<file path="src/rtl/fpu_pkg.sv">
// fpu_pkg: shared FPU types and width helpers for the multiplier and divider
package fpu_pkg;
   typedef enum logic [1:0] {MUL_IDLE, MUL_CALC, MUL_DONE} mulState_t;
   function automatic int cnt_bits(input int w);
      return $clog2(w) + 1;
   endfunction
endpackage

</file>
<file path="src/rtl/fpu_multiplier_if.sv">
// fpu_multiplier_if: operand/result bus with start/done handshake
interface fpu_multiplier_if #(parameter int WIDTH = 8);
   logic [WIDTH-1:0]   mulIn1;
   logic [WIDTH-1:0]   mulIn2;
   logic               start;
   logic [2*WIDTH-1:0] mulOut;
   logic               done;
   logic               busy;
   modport master (output mulIn1, mulIn2, start, input mulOut, done, busy);
   modport slave  (input mulIn1, mulIn2, start, output mulOut, done, busy);
endinterface

</file>
<file path="src/rtl/fpu_mul_fsm.sv">
// fpu_mul_fsm: IDLE/CALC/DONE sequencer and step counter for the multiplier
module fpu_mul_fsm
   import fpu_pkg::*;
#(
   parameter int WIDTH = 8
) (
   input  logic clock,
   input  logic reset,
   input  logic start_i,
   output logic load_o,
   output logic step_o,
   output logic busy_o,
   output logic done_o
);
   localparam int CW = cnt_bits(WIDTH);
   mulState_t currState, nextState;
   logic [CW-1:0] count;
   logic busy_q, done_q;
   always_comb
      nextState = currState == MUL_CALC ? (count == CW'(WIDTH - 1) ? MUL_DONE : MUL_CALC)
                                        : (start_i ? MUL_CALC : currState);
   assign load_o = start_i && currState != MUL_CALC;
   assign step_o = currState == MUL_CALC;
   assign busy_o = busy_q;
   assign done_o = done_q;
   // busy/done are registered copies of the state being entered
   always_ff @(posedge clock or negedge reset)
      if (!reset) begin
         currState <= MUL_IDLE;
         count     <= '0;
         busy_q    <= 1'b0;
         done_q    <= 1'b0;
      end else begin
         currState <= nextState;
         count     <= load_o ? '0 : step_o ? count + CW'(1) : count;
         busy_q    <= nextState == MUL_CALC;
         done_q    <= nextState == MUL_DONE;
      end
endmodule

</file>
<file path="src/rtl/fpu_multiplier.sv">
// fpu_multiplier: radix-2 shift-and-add unsigned multiplier, one partial product per clock
module fpu_multiplier #(
   parameter int WIDTH = 8
) (
   input logic             clock,
   input logic             reset,
   fpu_multiplier_if.slave bus
);
   logic load, step;
   logic [WIDTH-1:0] mcand_q;
   logic [2*WIDTH:0] acc_q, acc_d;
   logic [WIDTH:0]   sum;
   fpu_mul_fsm #(.WIDTH(WIDTH)) FSM (
      .clock(clock),
      .reset(reset),
      .start_i(bus.start),
      .load_o(load),
      .step_o(step),
      .busy_o(bus.busy),
      .done_o(bus.done)
   );
   // upper half never exceeds WIDTH bits before the add, so the carry lands in bit 2W
   assign sum   = acc_q[2*WIDTH:WIDTH] + (acc_q[0] ? {1'b0, mcand_q} : '0);
   assign acc_d = {1'b0, sum, acc_q[WIDTH-1:1]};
   assign bus.mulOut = acc_q[2*WIDTH-1:0];
   always_ff @(posedge clock or negedge reset)
      if (!reset) begin
         mcand_q <= '0;
         acc_q   <= '0;
      end else if (load) begin
         mcand_q <= bus.mulIn1;
         acc_q   <= {{(WIDTH+1){1'b0}}, bus.mulIn2};
      end else if (step) begin
         acc_q   <= acc_d;
      end
endmodule
</file>
<file path="src/flat_wrapper.sv">
// flat-port wrapper written by rule: the top's interface ports become plain ports
module fpu_multiplier_flat 
#(
   parameter int WIDTH = 8
)
  (clock, reset, bus_mulIn1, bus_mulIn2, bus_start, bus_mulOut, bus_done, bus_busy);
  fpu_multiplier_if #(.WIDTH(WIDTH)) bus_i ();
  input logic clock;
  input logic reset;
  input wire logic [$bits(bus_i.mulIn1)-1:0] bus_mulIn1;
  input wire logic [$bits(bus_i.mulIn2)-1:0] bus_mulIn2;
  input wire logic [$bits(bus_i.start)-1:0] bus_start;
  output wire logic [$bits(bus_i.mulOut)-1:0] bus_mulOut;
  output wire logic [$bits(bus_i.done)-1:0] bus_done;
  output wire logic [$bits(bus_i.busy)-1:0] bus_busy;
  assign bus_i.mulIn1 = bus_mulIn1;
  assign bus_i.mulIn2 = bus_mulIn2;
  assign bus_i.start = bus_start;
  assign bus_mulOut = bus_i.mulOut;
  assign bus_done = bus_i.done;
  assign bus_busy = bus_i.busy;
  fpu_multiplier #(.WIDTH(WIDTH)) u_core (.clock(clock), .reset(reset), .bus(bus_i));
endmodule
</file>
<file path="config.mk">
export PLATFORM = sky130hd
export DESIGN_NAME = fpu_multiplier_flat
export DESIGN_NICKNAME = d
export VERILOG_FILES = /design/src/rtl/fpu_pkg.sv /design/src/rtl/fpu_multiplier_if.sv /design/src/rtl/fpu_mul_fsm.sv /design/src/rtl/fpu_multiplier.sv /design/src/flat_wrapper.sv
export SDC_FILE = /design/constraint.sdc
export NUM_CORES = 1
export LEC_CHECK = 0
export ABC_AREA = 1
export BUFFER_PORTS_ARGS = -buffer_cell sky130_fd_sc_hd__buf_2
export CAP_MARGIN = 20
export CORE_ASPECT_RATIO = 1.1
export CORE_MARGIN = 3
export CORE_UTILIZATION = 25
export DETAILED_ROUTE_END_ITERATION = 6
export PLACE_DENSITY = 0.43
export SLEW_MARGIN = 10
export SYNTH_ARGS = -nofsm -noshare
export SYNTH_HDL_FRONTEND = slang
export SYNTH_HIERARCHICAL = 1
export SYNTH_SLANG_ARGS = --single-unit
</file>
<file path="constraint.sdc">
create_clock -name clock -period 3.86 [get_ports clock]
set_clock_uncertainty 0.05 [all_clocks]
set_input_delay 1.158 -clock clock [delete_from_list [all_inputs] [get_ports clock]]
set_output_delay 1.158 -clock clock [all_outputs]
set_load 0.01 [all_outputs]
</file>
# Word-level counts from Yosys, hierarchy flattened
# Index checks and enable logic that the tools add are counted.
# Widths: inputs -> output; s select.
dict set report word_totals {
  ram_bits 0
  mem_bits_ro 0
  output_inout_bits 18
  memories 0
  input_bits 19
  wordCells 23
  regBits 33
  latch_bits 0
}
dict set report op_classes {
  bitwise 0
  eq_ne 5
  order_cmp 0
  n_reduce_logical 2
  n_addsub 2
  n_div 0
  shift 0
  mul 0
  muxes 8
}
# operator count
set op_table {}
lappend op_table {{$mux 17} 2}
lappend op_table {{$add 9x9->9} 1}
lappend op_table {{$mux 4} 2}
lappend op_table {{$mux 8} 1}
lappend op_table {{$mux 2} 3}
lappend op_table {{$add 4x1->4 const B} 1}
lappend op_table {{$eq 2x1->1 const B} 2}
lappend op_table {{$eq 4x3->1 const B} 1}
lappend op_table {{$eq 2x2->1 const B} 1}
lappend op_table {{$ne 2x1->1 const B} 1}
lappend op_table {{$reduce_bool 2->1} 1}
lappend op_table {{$logic_and 1x1->1} 1}

# Depth between registers and ports, before layout
dict set report logic_depth {
  ltp_word 4
  mapped_depth 12
  depth_no_buf 11
}

# By module
# The synthesis kept the hierarchy.
# module area_per_inst_um2 cells_per_inst seq_area_each_um2 instances
set by_module_without_submodules {}
lappend by_module_without_submodules {fpu_multiplier 1393.8 178 600.6 1}
lappend by_module_without_submodules {fpu_mul_fsm 366.6 43 200.2 1}

# Worst setup path after synthesis
# OpenSTA, ideal clock, no wires.
dict set report synth_timing {
  path_type {in2reg}
  start {in bus_start}
  end {reg u_core.acc_q[1]}
  cell_stages 6
  setup_time_ps 123
  path_buffers 1
  arrival_ps 1845
  slack_ps 1842
  required_time_ps 3687
  cell_sequence {nand2_1 -> inv_1 -> buf_6 -> clkinv_1 -> o22ai_1 -> a21oi_1}
}
dict set report synth_via {
  elab_chain_len 2
  word_cells_on_any_way 3
  classes_between {1 x mux; 2 x reduce/logical}
}
# element line
set synth_rtl {}
lappend synth_rtl {{start: declaration} flat_wrapper.sv:12} ;# input wire logic [$bits(bus_i.start)-1:0] bus_start;
lappend synth_rtl {{$logic_and 1x1->1 *} fpu_mul_fsm.sv:22} ;# assign load_o = start_i && currState != MUL_CALC;
lappend synth_rtl {{net u_core.load} fpu_multiplier.sv:9} ;# logic load, step;
lappend synth_rtl {{$mux 17 / $reduce_bool 2->1 (equally long branches)} n/a}
lappend synth_rtl {{end signal: assignment} fpu_multiplier.sv:32} ;# acc_q <= {{(WIDTH+1){1'b0}}, bus.mulIn2};
lappend synth_rtl {{end: declaration} fpu_multiplier.sv:11} ;# logic [2*WIDTH:0] acc_q, acc_d;
# The timed path passes the listed nets; every way through them passes the cells marked *.
# A chain may end at the register's enable or synchronous reset.

# Worst setup path in the final report
# Same ends and word-level chain as after synthesis.

==> run_summary.xml <==
<?xml version="1.0" encoding="UTF-8"?>
<metrics>
  <group name="run_status">
    <metric name="run_status" unit="">complete, no violations</metric>
  </group>
  <group name="synthesis">
    <metric name="yosysWarningCount" unit="">6</metric>
    <metric name="syn-instance-count" unit="">221</metric>
    <metric name="netlist-cell-type-count" unit="">30</metric>
    <metric name="ys_seq_elements" unit="">32</metric>
    <metric name="post-synth-top-area-cell" unit="">dfrtp_1</metric>
    <metric name="synth-edff-count" unit="">0</metric>
    <metric name="synthArstFlopShare" unit="%">100</metric>
    <metric name="yosysSeqAreaShare" unit="%">45.5</metric>
    <metric name="synthTopCellsByCount" unit="">nand2_1 (87), dfrtp_1 (32), inv_1 (29)</metric>
    <metric name="syn_area_per_cell" unit="sq um">7.97</metric>
    <metric name="area_share_of_the_leading_cell_type_in_the_synthesized_netlist" unit="%">45.5</metric>
    <metric name="syn_area" unit="sq um">1760</metric>
    <metric name="most_repeated_cell_in_the_gate_level_netlist_after_synthesis" unit="">nand2_1</metric>
    <metric name="largest_cells_by_area_after_synthesis" unit="">dfrtp_1 (45%), nand2_1 (19%), ha_1 (6.4%), inv_1 (6.2%), nand3_1 (2.8%)</metric>
    <metric name="synthFlopType" unit="">dfrtp_1</metric>
    <metric name="synth.net_count" unit="">250</metric>
  </group>
  <group name="worst_setup_path">
    <metric name="cp.buffers_inverters" unit="">3</metric>
    <metric name="critical_path_arrival" unit="ps">2760</metric>
    <metric name="critical_path.endpoint_type" unit="">flip-flop</metric>
    <metric name="crit_path_cell_trace" unit="">buf_2, nand2_1, inv_1, clkinv_1, o22ai_1, a21oi_1</metric>
    <metric name="reg2reg_slack" unit="ps">1600</metric>
    <metric name="timing.critical_path.fanout_max" unit="">18</metric>
    <metric name="path_delay_family" unit="">buffers and inverters</metric>
    <metric name="start_kind" unit="">primary input</metric>
    <metric name="slowest_stage_delay_on_critical_path" unit="ps">610</metric>
    <metric name="rr_worst_depth" unit="">7</metric>
    <metric name="timing.setup.critical_path_class" unit="">primary input to flip-flop</metric>
    <metric name="path_depth" unit="">6</metric>
    <metric name="cp_data_required_time" unit="ps">3980</metric>
    <metric name="worst_path_max_delay_cell" unit="">inv_1</metric>
  </group>
  <group name="floorplanning">
    <metric name="core-area" unit="sq um">6710</metric>
    <metric name="dieWidth" unit="um">86.0</metric>
    <metric name="die-height" unit="um">94.0</metric>
    <metric name="design.die.area" unit="sq um">8090</metric>
    <metric name="top_level_ports" unit="">37</metric>
    <metric name="placementRows" unit="">31</metric>
    <metric name="initial_core_util" unit="%">26.2</metric>
  </group>
  <group name="sta">
    <metric name="clock.fmax" unit="GHz">0.379</metric>
    <metric name="slew_headroom" unit="%">44.6</metric>
    <metric name="worst_margin_slew" unit="ps">831</metric>
    <metric name="period_minus_slack" unit="ps">2640</metric>
    <metric name="setup-violations-final" unit="">0</metric>
    <metric name="final.period_utilization" unit="%">68.3</metric>
    <metric name="final_number_of_hold_violating_endpoints" unit="">0</metric>
    <metric name="rsz0062_at_grt" unit="">no</metric>
    <metric name="setup_total_negative_slack" unit="ps">0</metric>
    <metric name="final_critical_path_setup_slack" unit="ps">1220</metric>
    <metric name="maxSlewViolCount" unit="">0</metric>
  </group>
  <group name="placement">
    <metric name="numPortBuffers" unit="">36</metric>
    <metric name="gp_congestion" unit="">0.751</metric>
    <metric name="place.detailed.hpwl" unit="um">3220</metric>
    <metric name="placement.setup.worst_slack" unit="ps">888</metric>
  </group>
  <group name="power">
    <metric name="clkPwrFrac" unit="%">17.0</metric>
    <metric name="p_leak" unit="nW">1.21</metric>
    <metric name="peakVddDrop" unit="mV">0.278</metric>
    <metric name="switching_share" unit="%">45.6</metric>
    <metric name="pwr-share-comb" unit="%">51.4</metric>
    <metric name="power.net_switching" unit="W">0.000887</metric>
    <metric name="seq_power_share" unit="%">31.6</metric>
    <metric name="p_int" unit="W">0.00106</metric>
    <metric name="power.density_cell_area" unit="nW/um^2">913</metric>
  </group>
  <group name="detailed_routing">
    <metric name="drt_first_iter_violations" unit="">64</metric>
    <metric name="route.vias.total" unit="">1496</metric>
    <metric name="detail-route-antenna-nets" unit="">0</metric>
    <metric name="finalWirelength" unit="um">4270</metric>
    <metric name="first_pass_detailed_route_iteration_total" unit="">4</metric>
    <metric name="route.detailed.drc" unit="">0</metric>
    <metric name="avgRoutedWirePerCell" unit="um">12.5</metric>
    <metric name="viasPerCell" unit="">4.36</metric>
  </group>
  <group name="clocking">
    <metric name="clk_root_buffer_cell" unit="">clkbuf_8</metric>
    <metric name="ctsResizeCount" unit="">0</metric>
    <metric name="h-tree-depth" unit="">2</metric>
    <metric name="worst_skew_pair.late_latency" unit="ps">290</metric>
    <metric name="worst_setup_hold_path_clk_slew" unit="ps">80</metric>
    <metric name="cts_num_sinks" unit="">32</metric>
    <metric name="post-cts-setup-buffer-count" unit="">0</metric>
    <metric name="holdBufCountCts" unit="">0</metric>
    <metric name="cts_max_path_buffers" unit="">2</metric>
    <metric name="tritoncts_clock_tree" unit="">yes</metric>
    <metric name="cts-buffers-inserted" unit="">5</metric>
  </group>
  <group name="hold_path">
    <metric name="worstHoldPathType" unit="">flip-flop to flip-flop</metric>
    <metric name="holdPathStages" unit="">2</metric>
  </group>
  <group name="grt">
    <metric name="grt.total_usage" unit="%">12.0</metric>
    <metric name="maximum_number_of_pins_on_one_net_before_global_route_repair" unit="">33</metric>
    <metric name="total_grt_overflow" unit="">0</metric>
    <metric name="global_route_wire_length_before_repair" unit="um">7330</metric>
    <metric name="number_of_global_route_vias_before_repair" unit="">1467</metric>
    <metric name="antenna_found_initial" unit="">0</metric>
  </group>
  <group name="layout">
    <metric name="post_route_cells_drive_above_1_share" unit="%">21.1</metric>
    <metric name="layout.nets" unit="">289</metric>
    <metric name="antenna_cells_inserted" unit="">0</metric>
    <metric name="fillers" unit="">740</metric>
    <metric name="layout_area_overhead" unit="%">20.8</metric>
  </group>
  <group name="run">
    <metric name="maxCapViolations" unit="">0</metric>
  </group>
</metrics>
-- worst min-delay path, cell delays in order (launching register included) --
cell and delay (ps):
dfrtp_1 350, nand2_1 60, nand2_1 50
-- worst paths after layout --
check / start / endpoint
max in group asynchronous: reset / u_core/mcand_q[3]
hold reg to reg: u_core/mcand_q[7] / u_core/mcand_q[7]
min in group asynchronous: reset / u_core/acc_q[14]
setup / recovery: bus_start / u_core/acc_q[1]
hold / removal: u_core/mcand_q[7] / u_core/mcand_q[7]
setup reg to reg: u_core/FSM/currState[1] / u_core/acc_q[1]
-- cells by family (layout without fill, tap and decap cells) --
family,Yosys count,count (layout),synth area share (%)
adders and majority gates,10,10,7.53
DFF,32,32,45.5
AOI/OAI and AO/OA,23,23,8.60
buffers and inverters,37,77,8.74
and+or+nand+nor,119,119,29.6
-- sequential cells by signal, indices dropped and copies added (netlist names) --
name and flops:
u_core/acc_q 16, u_core/mcand_q 8, u_core/FSM/done_o 1, u_core/FSM/count 4
u_core/FSM/currState 2, u_core/FSM/busy_o 1
-- cells in the final DEF (no fill, tap or decap), types with 2 or more instances in the layout --
master,count
nand2_1,87
buf_2,36
dfrtp_1,32
inv_1,29
nor2_1,11
nand3_1,10
ha_1,9
a21oi_1,7
clkbuf_8,5
o221ai_1,4
nand3b_1,3
o211ai_1,3
inv_2,2
nand2_2,2
o21ai_0,2
o21ai_1,2
nor2_8,2
o22ai_1,2
-- per-layer routing --
metal | routed length, um | GRT usage (%)
met4 | 46 | 4.35
met5 | 0 | 0
met2 | 2120 | 19.5
met3 | 182 | 3.25
met1 | 1920 | 15.0
-- layout make-up --
class	count	area [sq um]	area share (%)
tap	82	103	4.82
clock buffer	5	68.8	3.24
multi-input combinational	152	806	37.9
timing repair buffer	36	180	8.47
sequential	32	801	37.6
clock inverter	3	42.5	2.00
inverter	33	126	5.94
-- power by group through the flow --
stage | logic (W) | registers [W] | clock network (W)
after floorplan | 0.000742 | 0.000628 | 0
after global placement | 0.00101 | 0.000627 | 0
after detailed placement | 0.00102 | 0.000624 | 0
after CTS | 0.00102 | 0.000619 | 0.000348
after global routing | 0.00116 | 0.000642 | 0.000360
final | 0.00100 | 0.000614 | 0.000330
-- stage by stage --
stage               cell area (sq um)  total power, W  util [%]  instances  hold WS (ps)
floorplan                        1760         0.00137         -        221           392
global placement                 2020         0.00163      30.0        335           409
detailed placement               2020         0.00164      30.0        335           416
CTS                              2130         0.00199      31.7        343           437
global route                     2130         0.00217      31.7        343           450
finish                           2130         0.00194      31.7        343           432
No activity file was read; power rests on OpenSTA's default activity.
